## src/rtl/regf_wb_arb.sv

```systemverilog
// Register-file port C write-back arbiter: ALU results first, then queued loads, then bypassed loads.
// Latency: 1 cycle from selection to registered wec/addrc/datac.
// Backpressure: mem_ready drops when the load FIFO is full; a return presented then is dropped and flagged.
module regf_wb_arb #(
    parameter int WIDTH  = 5,
    parameter int DWIDTH = 32,
    parameter int DEPTH  = 4
) (
    input  logic              clk,
    input  logic              reset_b,
    input  logic              halt,
    input  logic              flush_pipeline,
    input  logic              alu_we,
    input  logic [WIDTH-1:0]  alu_addr,
    input  logic [DWIDTH-1:0] alu_data,
    input  logic              mem_we,
    input  logic [WIDTH-1:0]  mem_addr,
    input  logic [DWIDTH-1:0] mem_data,
    output logic              mem_ready,
    output logic              wec,
    output logic [WIDTH-1:0]  addrc,
    output logic [DWIDTH-1:0] datac,
    output logic              wb_idle,
    output logic              overflow
);

    // DEPTH must be a power of two so the pointers wrap by natural overflow.
    localparam int          AW     = $clog2(DEPTH);
    localparam logic [AW:0] L_FULL = (AW + 1)'(DEPTH);
    localparam logic [AW:0] L_ONE  = (AW + 1)'(1);

    logic [AW:0]        r_count;
    logic [AW-1:0]      r_rd_ptr;
    logic [AW-1:0]      r_wr_ptr;
    logic [WIDTH-1:0]   r_q_addr [DEPTH];
    logic [DWIDTH-1:0]  r_q_data [DEPTH];
    logic               r_wec;
    logic [WIDTH-1:0]   r_addrc;
    logic [DWIDTH-1:0]  r_datac;
    logic               r_overflow;

    logic               w_empty;
    logic               w_run;
    logic               w_accept;
    logic               w_sel_alu;
    logic               w_sel_head;
    logic               w_sel_byp;
    logic               w_enq;
    logic               w_deq;
    logic [WIDTH-1:0]   w_wb_addr;
    logic [DWIDTH-1:0]  w_wb_data;

    assign w_empty   = (r_count == '0);
    assign mem_ready = (r_count != L_FULL);

    always_comb begin
        w_run      = ~halt & ~flush_pipeline;
        w_accept   = mem_we & mem_ready & ~flush_pipeline;
        w_sel_alu  = w_run & alu_we;
        w_sel_head = w_run & ~alu_we & ~w_empty;
        // Bypass only with an empty FIFO so loads never overtake queued ones.
        w_sel_byp  = w_run & ~alu_we & w_empty & w_accept;
        w_enq      = w_accept & ~w_sel_byp;
        w_deq      = w_sel_head;
        w_wb_addr  = mem_addr;
        w_wb_data  = mem_data;
        if (w_sel_alu) begin
            w_wb_addr = alu_addr;
            w_wb_data = alu_data;
        end else if (w_sel_head) begin
            w_wb_addr = r_q_addr[r_rd_ptr];
            w_wb_data = r_q_data[r_rd_ptr];
        end
    end

    always_ff @(posedge clk or negedge reset_b) begin
        if (!reset_b) begin
            r_count    <= '0;
            r_rd_ptr   <= '0;
            r_wr_ptr   <= '0;
            r_wec      <= 1'b0;
            r_addrc    <= '0;
            r_datac    <= '0;
            r_overflow <= 1'b0;
        end else if (flush_pipeline) begin
            r_count    <= '0;
            r_rd_ptr   <= '0;
            r_wr_ptr   <= '0;
            r_wec      <= 1'b0;
            r_overflow <= 1'b0;
        end else begin
            if (w_enq && !w_deq) begin
                r_count <= r_count + L_ONE;
            end else if (w_deq && !w_enq) begin
                r_count <= r_count - L_ONE;
            end
            if (w_enq) begin
                r_wr_ptr <= r_wr_ptr + 1'b1;
            end
            if (w_deq) begin
                r_rd_ptr <= r_rd_ptr + 1'b1;
            end
            if (mem_we && !mem_ready) begin
                r_overflow <= 1'b1;
            end
            r_wec <= w_sel_alu | w_sel_head | w_sel_byp;
            if (w_sel_alu || w_sel_head || w_sel_byp) begin
                r_addrc <= w_wb_addr;
                r_datac <= w_wb_data;
            end
        end
    end

    // Storage needs no reset: entries are only read below r_count.
    always_ff @(posedge clk) begin
        if (w_enq) begin
            r_q_addr[r_wr_ptr] <= mem_addr;
            r_q_data[r_wr_ptr] <= mem_data;
        end
    end

    assign wec      = r_wec;
    assign addrc    = r_addrc;
    assign datac    = r_datac;
    assign overflow = r_overflow;
    assign wb_idle  = w_empty & ~r_wec;

    a_no_alu_in_halt: assert property (@(posedge clk) disable iff (!reset_b)
        !(halt && alu_we && !flush_pipeline));

endmodule

```

## config.mk

```make
export PLATFORM = sky130hd
export DESIGN_NAME = regf_wb_arb
export DESIGN_NICKNAME = d
export VERILOG_FILES = /design/src/rtl/regf_wb_arb.sv
export SDC_FILE = /design/constraint.sdc
export NUM_CORES = 1
export LEC_CHECK = 0
export ABC_AREA = 1
export BUFFER_PORTS_ARGS = -buffer_cell sky130_fd_sc_hd__buf_2
export CORE_MARGIN = 5
export CORE_UTILIZATION = 45
export CTS_CLUSTER_SIZE = 40
export DETAILED_ROUTE_END_ITERATION = 10
export GPL_TIMING_DRIVEN = 0
export PLACE_DENSITY = 0.65
export SLEW_MARGIN = 20
export SYNTH_ARGS = -nofsm -noshare
export SYNTH_HDL_FRONTEND = slang
export SYNTH_SLANG_ARGS = --single-unit
```

## constraint.sdc

```tcl
create_clock -name clk -period 9.1 [get_ports clk]
set_input_delay 0.91 -clock clk [delete_from_list [all_inputs] [get_ports clk]]
set_output_delay 0.91 -clock clk [all_outputs]
set_load 0.005 [all_outputs]
```

# Yosys cells after proc, flatten, opt, wreduce, memory -nomap -nowiden
# Memories as Yosys holds them, arrays and structs flattened.
# Cells that the tools add are included.
dict set report classes {
  n_addsub 4
  eq_ne 1
  n_mux 16
  bitwise_logic 18
  n_reduce_logical 14
}
# cell n
set ops {}
lappend ops {{32-bit two-way mux} 2}
lappend ops {{1-bit AND} 10}
lappend ops {{5-bit two-way mux} 2}
lappend ops {{3-bit two-way mux} 3}
lappend ops {{2-bit two-way mux} 4}
lappend ops {{1-bit inverter} 6}
lappend ops {{2-bit nonzero test} 3}
lappend ops {{1-bit two-way mux} 5}
lappend ops {{2-bit by 1-bit adder with 2-bit output, second input constant} 2}
lappend ops {{3-bit by 1-bit adder with 3-bit output, second input constant} 1}
lappend ops {{1-bit logical AND} 3}
lappend ops {{1-bit zero test} 3}
lappend ops {{3-bit zero test} 1}
lappend ops {{3-bit != test, second input constant} 1}
lappend ops {{3-bit nonzero test} 1}
lappend ops {{3-bit by 1-bit subtractor with 3-bit output, second input constant} 1}
lappend ops {{1-bit logical OR} 2}
lappend ops {{1-bit OR} 2}
lappend ops {{2-bit AND reduction} 1}
dict set report totals {
  register_bits 46
  ram_bits 148
  in_bits 80
  mem_count 2
}
# memory depth word_bits read_ports rd_clocked_by_memory_dff write_ports line
set mem_list {}
lappend mem_list {r_q_data 4 32 1 0 1 36} ;# logic [DWIDTH-1:0] r_q_data [DEPTH];
lappend mem_list {r_q_addr 4 5 1 0 1 35} ;# logic [WIDTH-1:0] r_q_addr [DEPTH];

# Depth between registers and ports, before layout
# Gate-level depths: netlist of the first run.
dict set report logic_depth {
  ltp_word 12
  ltp_mapped 11
}

# Least setup slack after synthesis of the first run
# No wires, ideal clock.
dict set report synth_path {
  path_kind {in2reg}
  start {in flush_pipeline}
  end {mem r_q_addr[0][0] (enable)}
  setup_time_ns 0.431
  arrival_ns 3.023
  required_time_ns 8.669
  path_slack_ns 5.645
  cell_stages 6
  n_path_buf 0
  cell_sequence {inv_1 -> nand2_1 -> inv_1 -> nand2_1 -> o21bai_1 -> nor2_1}
}
dict set report synth_via {
  elab_chain_cells 9
}
# element line
set synth_lines {}
lappend synth_lines {{from (decl)} 12} ;# input logic flush_pipeline,
lappend synth_lines {{1-bit inverter (no source line) (*)} n/a}
lappend synth_lines {{1-bit AND} 57} ;# w_run = ~halt & ~flush_pipeline;
lappend synth_lines {{1-bit AND (3 in a row)} 62} ;# w_sel_byp = w_run & ~alu_we & w_empty & w_accept;
lappend synth_lines {{1-bit inverter} 63} ;# w_enq = w_accept & ~w_sel_byp;
lappend synth_lines {{1-bit AND (*)} 63}
lappend synth_lines {{1-bit two-way mux (*)} 116} ;# if (w_enq) begin
lappend synth_lines {{1-bit two-way mux (implied by the code) (*)} 117} ;# r_q_addr[r_wr_ptr] <= mem_addr;
lappend synth_lines {{to (decl)} 35}
# Mark *: on every way between the ends. The rest lies on a longest branch, timed or not.

# Worst setup path after layout of the first run
dict set report layout_path {
  start {in flush_pipeline}
  end {mem r_q_addr[2][3] (enable)}
}
# The elaborated chain is that of the path after synthesis.

==> results.json, run 1 <==
{
  "maxSlewHeadroom_pct": 31.2,
  "fin_cells": 1327,
  "max_cap_viol_count": 0,
  "grt_pass1_wl_microns": 33800,
  "path_class": "in2reg",
  "yosys_warnings": 0,
  "syn-cell-area_sq_um": 8650,
  "cp_max_fo": 15,
  "drt-total-wl_microns": 21600,
  "finalWeightedCongestion": 0.770,
  "path_cells": "buf_2 > nor2_1 > nand2_1 > o21bai_1 > nor2_4 > buf_16 > buf_16",
  "power.density_nw_per_um2": 217,
  "ys_types": 27,
  "fin_crit_ns": 2.75,
  "worst_slew_pin_slew_ns": 1.03,
  "cp-start-kind": "primary input",
  "synth_simple_gate_area_share_pct": 24.2,
  "p_leak_uw": 0.00466,
  "dieWidth_microns": 149,
  "totalNegativeSetupSlack_ns": 0,
  "cts_root_buf": "clkbuf_16",
  "drive_above_1_share_pct": 18.8,
  "reg2reg_slack_ns": 6.61,
  "r2r-start": "r_count[1]$_DFFE_PN0P_",
  "seq_area_frac_synth_pct": 64.7,
  "synth-adder-area-share_pct": 0.810,
  "syn_inst": 908,
  "cts.sinks": 194,
  "mostFrequentLayoutCells": "nand2_1, edfxtp_1, buf_2",
  "layout_commonest_cell": "nand2_1",
  "first_global_vias": 6194,
  "initial_core_util_pct": 46.0,
  "cts_hold_buf": 0,
  "cpMaxStageDelayCell": "o21bai_1",
  "cp_common_cell": "buf_16",
  "synth_top_area_cell": "edfxtp_1",
  "min_from": "datac[18]$_DFFE_PN0P_",
  "antenna_found_initial": 2,
  "synth_xor_area_share_pct": 0.101,
  "clk_pin_slew_ns": 0.06,
  "min_path_cells": 2,
  "rsz0062_at_grt": "no",
  "path_buf_inv": 3,
  "io_buffers": 120,
  "synth_top_family_by_area": "simple AND/OR/NAND/NOR gates",
  "grt_max_degree": 47,
  "synth.area.mux_share_pct": 0,
  "ir_worst_vdd_mv": 0.157,
  "cts_buffers": 17,
  "status": "complete, no violations",
  "syn_avg_cell_area_sq_um": 9.53,
  "core-area_sq_um": 18800,
  "worst_hold_path_type": "reg2reg",
  "std_cell_rows": 50,
  "num_vias": 6438,
  "post_cts_buffers": 0,
  "fin_crit_sh_pct": 30.2,
  "internal-power_uw": 1670,
  "insertion_delay_ns": 0.43,
  "wl_per_cell_microns": 16.3,
  "p_switching_uw": 587,
  "die_y_microns": 149,
  "hpwlAfterDp_microns": 14500,
  "cp_top_family": "compound AO/OA/AOI/OAI gates",
  "end_kind": "flip-flop",
  "grt.overflow.total": 0,
  "placed_cells": 1294,
  "cts_tree": "built",
  "finClkSkew_ns": 0.00772,
  "postCtsResizedCells": 0,
  "r2r_end": "r_q_addr[2][3]$_DFFE_PP_",
  "worst_hold_path.endpoint": "datac[18]$_DFFE_PN0P_",
  "crit_required_ns": 9.29,
  "dieArea_sq_um": 22100,
  "clkPwrFrac_pct": 34.4,
  "clk_path_buf_depth": 2,
  "synth-compound-area-share_pct": 3.47,
  "fmax_mhz": 364,
  "drtIter0Drc": 498,
  "power_frac_comb_pct": 17.1,
  "ios": 121,
  "nNetsFinal": 1138,
  "power_frac_seq_pct": 48.5,
  "grt_usage_pct": 20.1,
  "viasPerCell": 4.85,
  "report.final.slew_viol_count": 0,
  "ys_top_cells_by_area": "edfxtp_1, dfrtp_1, nand2_1",
  "syn_nets": 993,
  "final-setup-viol-count": 0,
  "yosys.area.top_type_share_pct": 51.4,
  "r2r_cells": 6,
  "ys_ff_latch": 194,
  "cp_data_arrival_time_ns": 2.94,
  "slowest_delay_ns": 0.85,
  "swShare_pct": 26.0,
  "drtAntennaViolNets": 0,
  "htreeDepth": 4,
  "area_delta_synth_final_pct": 19.9,
  "finalHoldViolations": 0,
  "dr.pass1.iters": 7,
  "remaining_drc_errors": 0
}
[logic make-up (layout without fill, tap and decap cells)]
logic type	count (synthesis)	after routing
and+or+nand+nor	519	519
AOI/OAI and AO/OA	56	56
buffers and inverters	133	291
adders and majority gates	5	5
DFF	194	194
xor gates and xnor gates	1	1
other	0	1
[power groups by stage]
stage | logic [uW] | clock network (uW) | registers [uW]
2_1_floorplan | 208 | 0 | 1110
3_3_place_gp | 361 | 0 | 1110
3_5_place_dp | 391 | 0 | 1110
4_1_cts | 392 | 788 | 1090
5_1_grt | 438 | 826 | 1100
6_report | 385 | 775 | 1090
[Yosys cell counts]
library cell  count
a21oi_1          39
a21oi_2           1
buf_1             1
buf_2            22
buf_4             4
buf_6             6
clkbuf_1         13
clkinv_1          1
dfrtp_1          46
edfxtp_1        148
fa_1              1
ha_1              4
inv_1            83
inv_2             3
nand2_1         286
nand2_2           2
nand3_1          97
nand3_2           1
nand4_1           3
nor2_1          128
nor2_2            2
o211ai_1          1
o21ai_0          12
o21ai_1           1
o21ai_4           1
o21bai_1          1
xor2_1            1
[worst max path at each step]
stage                    from                       end  slack, ns  cells after the start
2_1_floorplan  flush_pipeline  r_q_addr[0][0]$_DFFE_PP_       5.65                      6
3_3_place_gp           alu_we  r_q_data[1][2]$_DFFE_PP_       3.86                      5
3_5_place_dp   flush_pipeline  r_q_data[2][2]$_DFFE_PP_       5.89                      7
4_1_cts        flush_pipeline  r_q_data[2][3]$_DFFE_PP_       6.35                      7
5_1_grt        flush_pipeline  r_q_data[2][0]$_DFFE_PP_       6.19                      7
6_report       flush_pipeline  r_q_addr[2][3]$_DFFE_PP_       6.35                      7
[worst min-delay path, stage by stage (launching register included)]
cell and delay (ns):
dfrtp_1 0.34, nand2_1 0.05, nand2_1 0.05
[stage by stage]
| stage | setup slack [ns] | total power (uW) | hold slack [ns] | utilization [%] | area [sq um] |
|---|---|---|---|---|---|
| 6_report | 6.35 | 2250 | 0.473 | 55.1 | 10400 |
| 5_1_grt | 6.19 | 2370 | 0.504 | 55.1 | 10400 |
| 4_1_cts | 6.35 | 2270 | 0.480 | 55.1 | 10400 |
| 3_5_place_dp | 5.89 | 1500 | 0.464 | 51.8 | 9760 |
| 3_3_place_gp | 3.86 | 1470 | 0.460 | 50.9 | 9580 |
| 2_1_floorplan | 5.65 | 1320 | 0.473 | - | 8650 |
[metal layers]
metal | vias to the layer above | global-route usage, % | wire, microns
met1 | 3024 | 26.2 | 9650
met4 | 4 | 6.14 | 367
met2 | 155 | 34.2 | 10600
met5 | - | 0 | 25
met3 | 31 | 3.99 | 977
li1 | 3224 | - | -
[state kept, by name, indices dropped and copies added, names as in the netlist]
register,count
datac,32
r_q_data,128
overflow,1
wec,1
r_wr_ptr,2
r_count,3
addrc,5
r_rd_ptr,2
r_q_addr,20
[area by class of cell]
type | count | area (sq um)
Fill cell | 1699 | 8450
Sequential cell | 194 | 5600
Multi-Input combinational cell | 581 | 2500
Timing Repair Buffer | 126 | 753
Clock buffer | 22 | 454
Inverter | 87 | 327
Tap cell | 260 | 325
Buffer | 46 | 260
Clock inverter | 10 | 160
Antenna cell | 1 | 2.50
(Power assumes the default switching activity.)
==> inputs of run 2 (changes only) <==
Settings changed: ABC_AREA 1 to 0, PLACE_DENSITY 0.65 to 0.68.
Clock period 9.1 ns to 2.3 ns, I/O delays scaled along.
==> run 2 against run 1 <==
Die area decreased by 8.6%. Setup slack got worse by 6.3 ns. Critical path type is now reg2reg. Power rose to 3.6 times the previous value. Area after synthesis shrank 9.2%. Via count fell by 24%. Highest routed layer unchanged. Core utilization fell by 0.59 points.
==> results.json, run 2 <==
{
  "dr.pass1.iters": 5,
  "cpMaxStageDelayCell": "or4b_4",
  "end_kind": "flip-flop",
  "fin_crit_sh_pct": 97.9,
  "viasPerCell": 5.69,
  "syn_avg_cell_area_sq_um": 16.6,
  "r2r_cells": 6,
  "cp_max_fo": 4,
  "synth_edf_count": 148,
  "power_frac_comb_pct": 15.6,
  "syn_nets": 557,
  "synth-async-reset-ratio_pct": 23.7,
  "io_buffers": 120,
  "ir_worst_vdd_mv": 0.557,
  "worst_slew_pin_slew_ns": 0.690,
  "r2r-start": "r_count[2]$_DFFE_PN0P_",
  "mostFrequentLayoutCells": "edfxtp_1, buf_2, dfrtp_1",
  "wl_per_cell_microns": 21.1,
  "final_area_sq_um": 9400,
  "grt_pass1_wl_microns": 28500,
  "path_class": "reg2reg",
  "htreeDepth": 4,
  "largest_register_ffs": 128,
  "finalHoldViolations": 0,
  "cp-start-kind": "flip-flop",
  "initial_core_util_pct": 45.6,
  "core-area_sq_um": 17200,
  "p_leak_uw": 0.00335,
  "dieWidth_microns": 142,
  "clkPwrFrac_pct": 32.3,
  "clk_path_buf_depth": 2,
  "max_cap_viol_count": 0,
  "area_delta_synth_final_pct": 19.6,
  "drtAntennaViolNets": 0,
  "power.density_nw_per_um2": 872,
  "final-setup-viol-count": 0,
  "p_switching_uw": 2030,
  "synth_common_cells": "edfxtp_1, dfrtp_1, nand2_1, nor2_1, mux4_2",
  "status": "complete, no violations",
  "ys_types": 38,
  "crit_required_ns": 2.66,
  "insertion_delay_ns": 0.43,
  "layout_commonest_cell": "edfxtp_1",
  "top_register": "r_q_data",
  "num_vias": 4874,
  "path_cells": "nor3b_2 > or4b_4 > fa_2 > xnor2_1 > or4_1 > nand3_1",
  "r2r_end": "r_count[2]$_DFFE_PN0P_",
  "seq_area_frac_synth_pct": 71.2,
  "grt_usage_pct": 18.7,
  "worst_hold_path_type": "in2reg",
  "power_uw": 8200,
  "fmax_mhz": 444,
  "std_cell_rows": 48,
  "totalNegativeSetupSlack_ns": 0,
  "nNetsFinal": 703,
  "finClkSkew_ns": 0.00603,
  "synth-main-ff-cell": "edfxtp_1",
  "grt.overflow.total": 0,
  "yosys.area.top_type_share_pct": 56.6,
  "slowest_delay_ns": 0.56,
  "syn_inst": 472,
  "synth_most_common_cell": "edfxtp_1",
  "dieArea_sq_um": 20200,
  "min_from": "mem_data[11]",
  "fin_crit_ns": 2.25,
  "yosys_warnings": 0,
  "clk_pin_slew_ns": 0.06,
  "antenna_cells": 0,
  "syn-cell-area_sq_um": 7860,
  "first_global_vias": 5196,
  "antenna_found_initial": 1,
  "swShare_pct": 24.8,
  "placed_area_sq_um": 8840,
  "internal-power_uw": 6170,
  "power_frac_seq_pct": 52.1,
  "ys_ff_latch": 194,
  "min_path_cells": 1,
  "ios": 121,
  "worst_hold_path.endpoint": "r_q_data[2][11]$_DFFE_PP_",
  "drtIter0Drc": 355,
  "maxSlewHeadroom_pct": 54.0,
  "reg2reg_slack_ns": 0.05,
  "cp_data_arrival_time_ns": 2.61,
  "ys_top_cells_by_area": "edfxtp_1, dfrtp_1, mux4_2",
  "drive_above_1_share_pct": 34.7,
  "remaining_drc_errors": 0,
  "cts_tree": "built",
  "hpwlAfterDp_microns": 12000,
  "cts_buffers": 17,
  "grt_max_degree": 47,
  "timing.hold.ws_ns": 0.0296,
  "die_y_microns": 142,
  "finalWeightedCongestion": 0.761,
  "synth_top_area_cell": "edfxtp_1",
  "rsz0062_at_grt": "yes",
  "cts.sinks": 194,
  "cts_root_buf": "clkbuf_16",
  "report.final.slew_viol_count": 0,
  "drt-total-wl_microns": 18000
}
## run 2: changes by cell type after synthesis, moves of 9 or more
cell,before,now
nand3_1,97,1
a32oi_1,0,30
a31oi_1,0,30
inv_1,83,9
a21oi_1,39,8
nand2_1,286,43
o21ai_0,12,3
nor2_1,128,39
buf_2,22,9
mux4_2,0,37
## run 2: how the worst max path moves through the flow
| stage | startpoint | endpoint | slack [ns] | depth (start not counted) |
|---|---|---|---|---|
| 3_5_place_dp | r_count[2]$_DFFE_PN0P_ | r_count[2]$_DFFE_PN0P_ | -0.06 | 6 |
| 3_3_place_gp | flush_pipeline | r_q_data[2][6]$_DFFE_PP_ | -0.82 | 5 |
| 5_1_grt | r_count[2]$_DFFE_PN0P_ | r_count[2]$_DFFE_PN0P_ | -0.02 | 6 |
| 2_1_floorplan | r_count[0]$_DFFE_PN0P_ | r_q_addr[0][0]$_DFFE_PP_ | 0.08 | 5 |
| 4_1_cts | r_count[2]$_DFFE_PN0P_ | r_count[2]$_DFFE_PN0P_ | 0.003 | 6 |
| 6_report | r_count[2]$_DFFE_PN0P_ | r_count[2]$_DFFE_PN0P_ | 0.05 | 6 |
## run 2: power groups by stage
stage / Combinational, uW / Clock, uW / Sequential [uW]
after global routing: 1410 / 2850 / 4300
after floorplan: 697 / 0 / 4330
after global placement: 1190 / 0 / 4330
after detailed placement: 1270 / 0 / 4340
final: 1280 / 2650 / 4270
after CTS: 1300 / 2700 / 4270
## run 2: per-stage QoR
step                      util (%)  cells  setup WS (ns)
after floorplan                  -    472         0.0847
after global placement        50.7    817         -0.825
after detailed placement      51.3    821        -0.0627
after CTS                     54.5    856        0.00300
after global routing          54.5    856        -0.0244
final                         54.5    856         0.0488
## run 2: cell type report
cell class,count,area (sq um)
buffer,33,158
fill,1396,7840
sequential,194,5600
clock buffer,26,489
multi-input combinational,234,2080
tap,225,282
timing repair buffer,127,723
inverter,11,41.3
clock inverter,6,33.8
## run 2: timing repair
action / in CTS / in global routing
hold buffers: 1 / 0
setup buffers: 2 / 0
endpoints found under the setup margin: 1 / 32
gates resized for setup: 1 / 4
hold endpoints to repair: 46 / 0
## run 2: layer usage
| metal | global-route usage (%) | share of wire [%] | vias up | wire (microns) |
|---|---|---|---|---|
| li1 | - | - | 2156 | - |
| met1 | 25.3 | 43 | 2491 | 7680 |
| met2 | 29.8 | 49 | 199 | 8850 |
| met3 | 5.11 | 6.9 | 26 | 1240 |
| met4 | 5.71 | 1.5 | 2 | 263 |
| met5 | 0 | 0.072 | - | 13 |
## run 2: kinds of logic after synthesis
kind of cell | count (synthesis) | share of synthesized area (%)
buffers and inverters | 44 | 2.53
and+or+nand+nor | 100 | 5.75
AOI/OAI and AO/OA | 87 | 8.41
adders and majority gates | 5 | 0.892
muxes | 39 | 10.9
xor gates and xnor gates | 3 | 0.334
DFF | 194 | 71.2
## run 2: worst max-delay path: cells and delay by family, from the launching register on
kind / cells / cell delay (ns)
xor gates and xnor gates: 1 / 0.15
DFF: 1 / 0.40
adders and majority gates: 1 / 0.36
and+or+nand+nor: 4 / 1.28
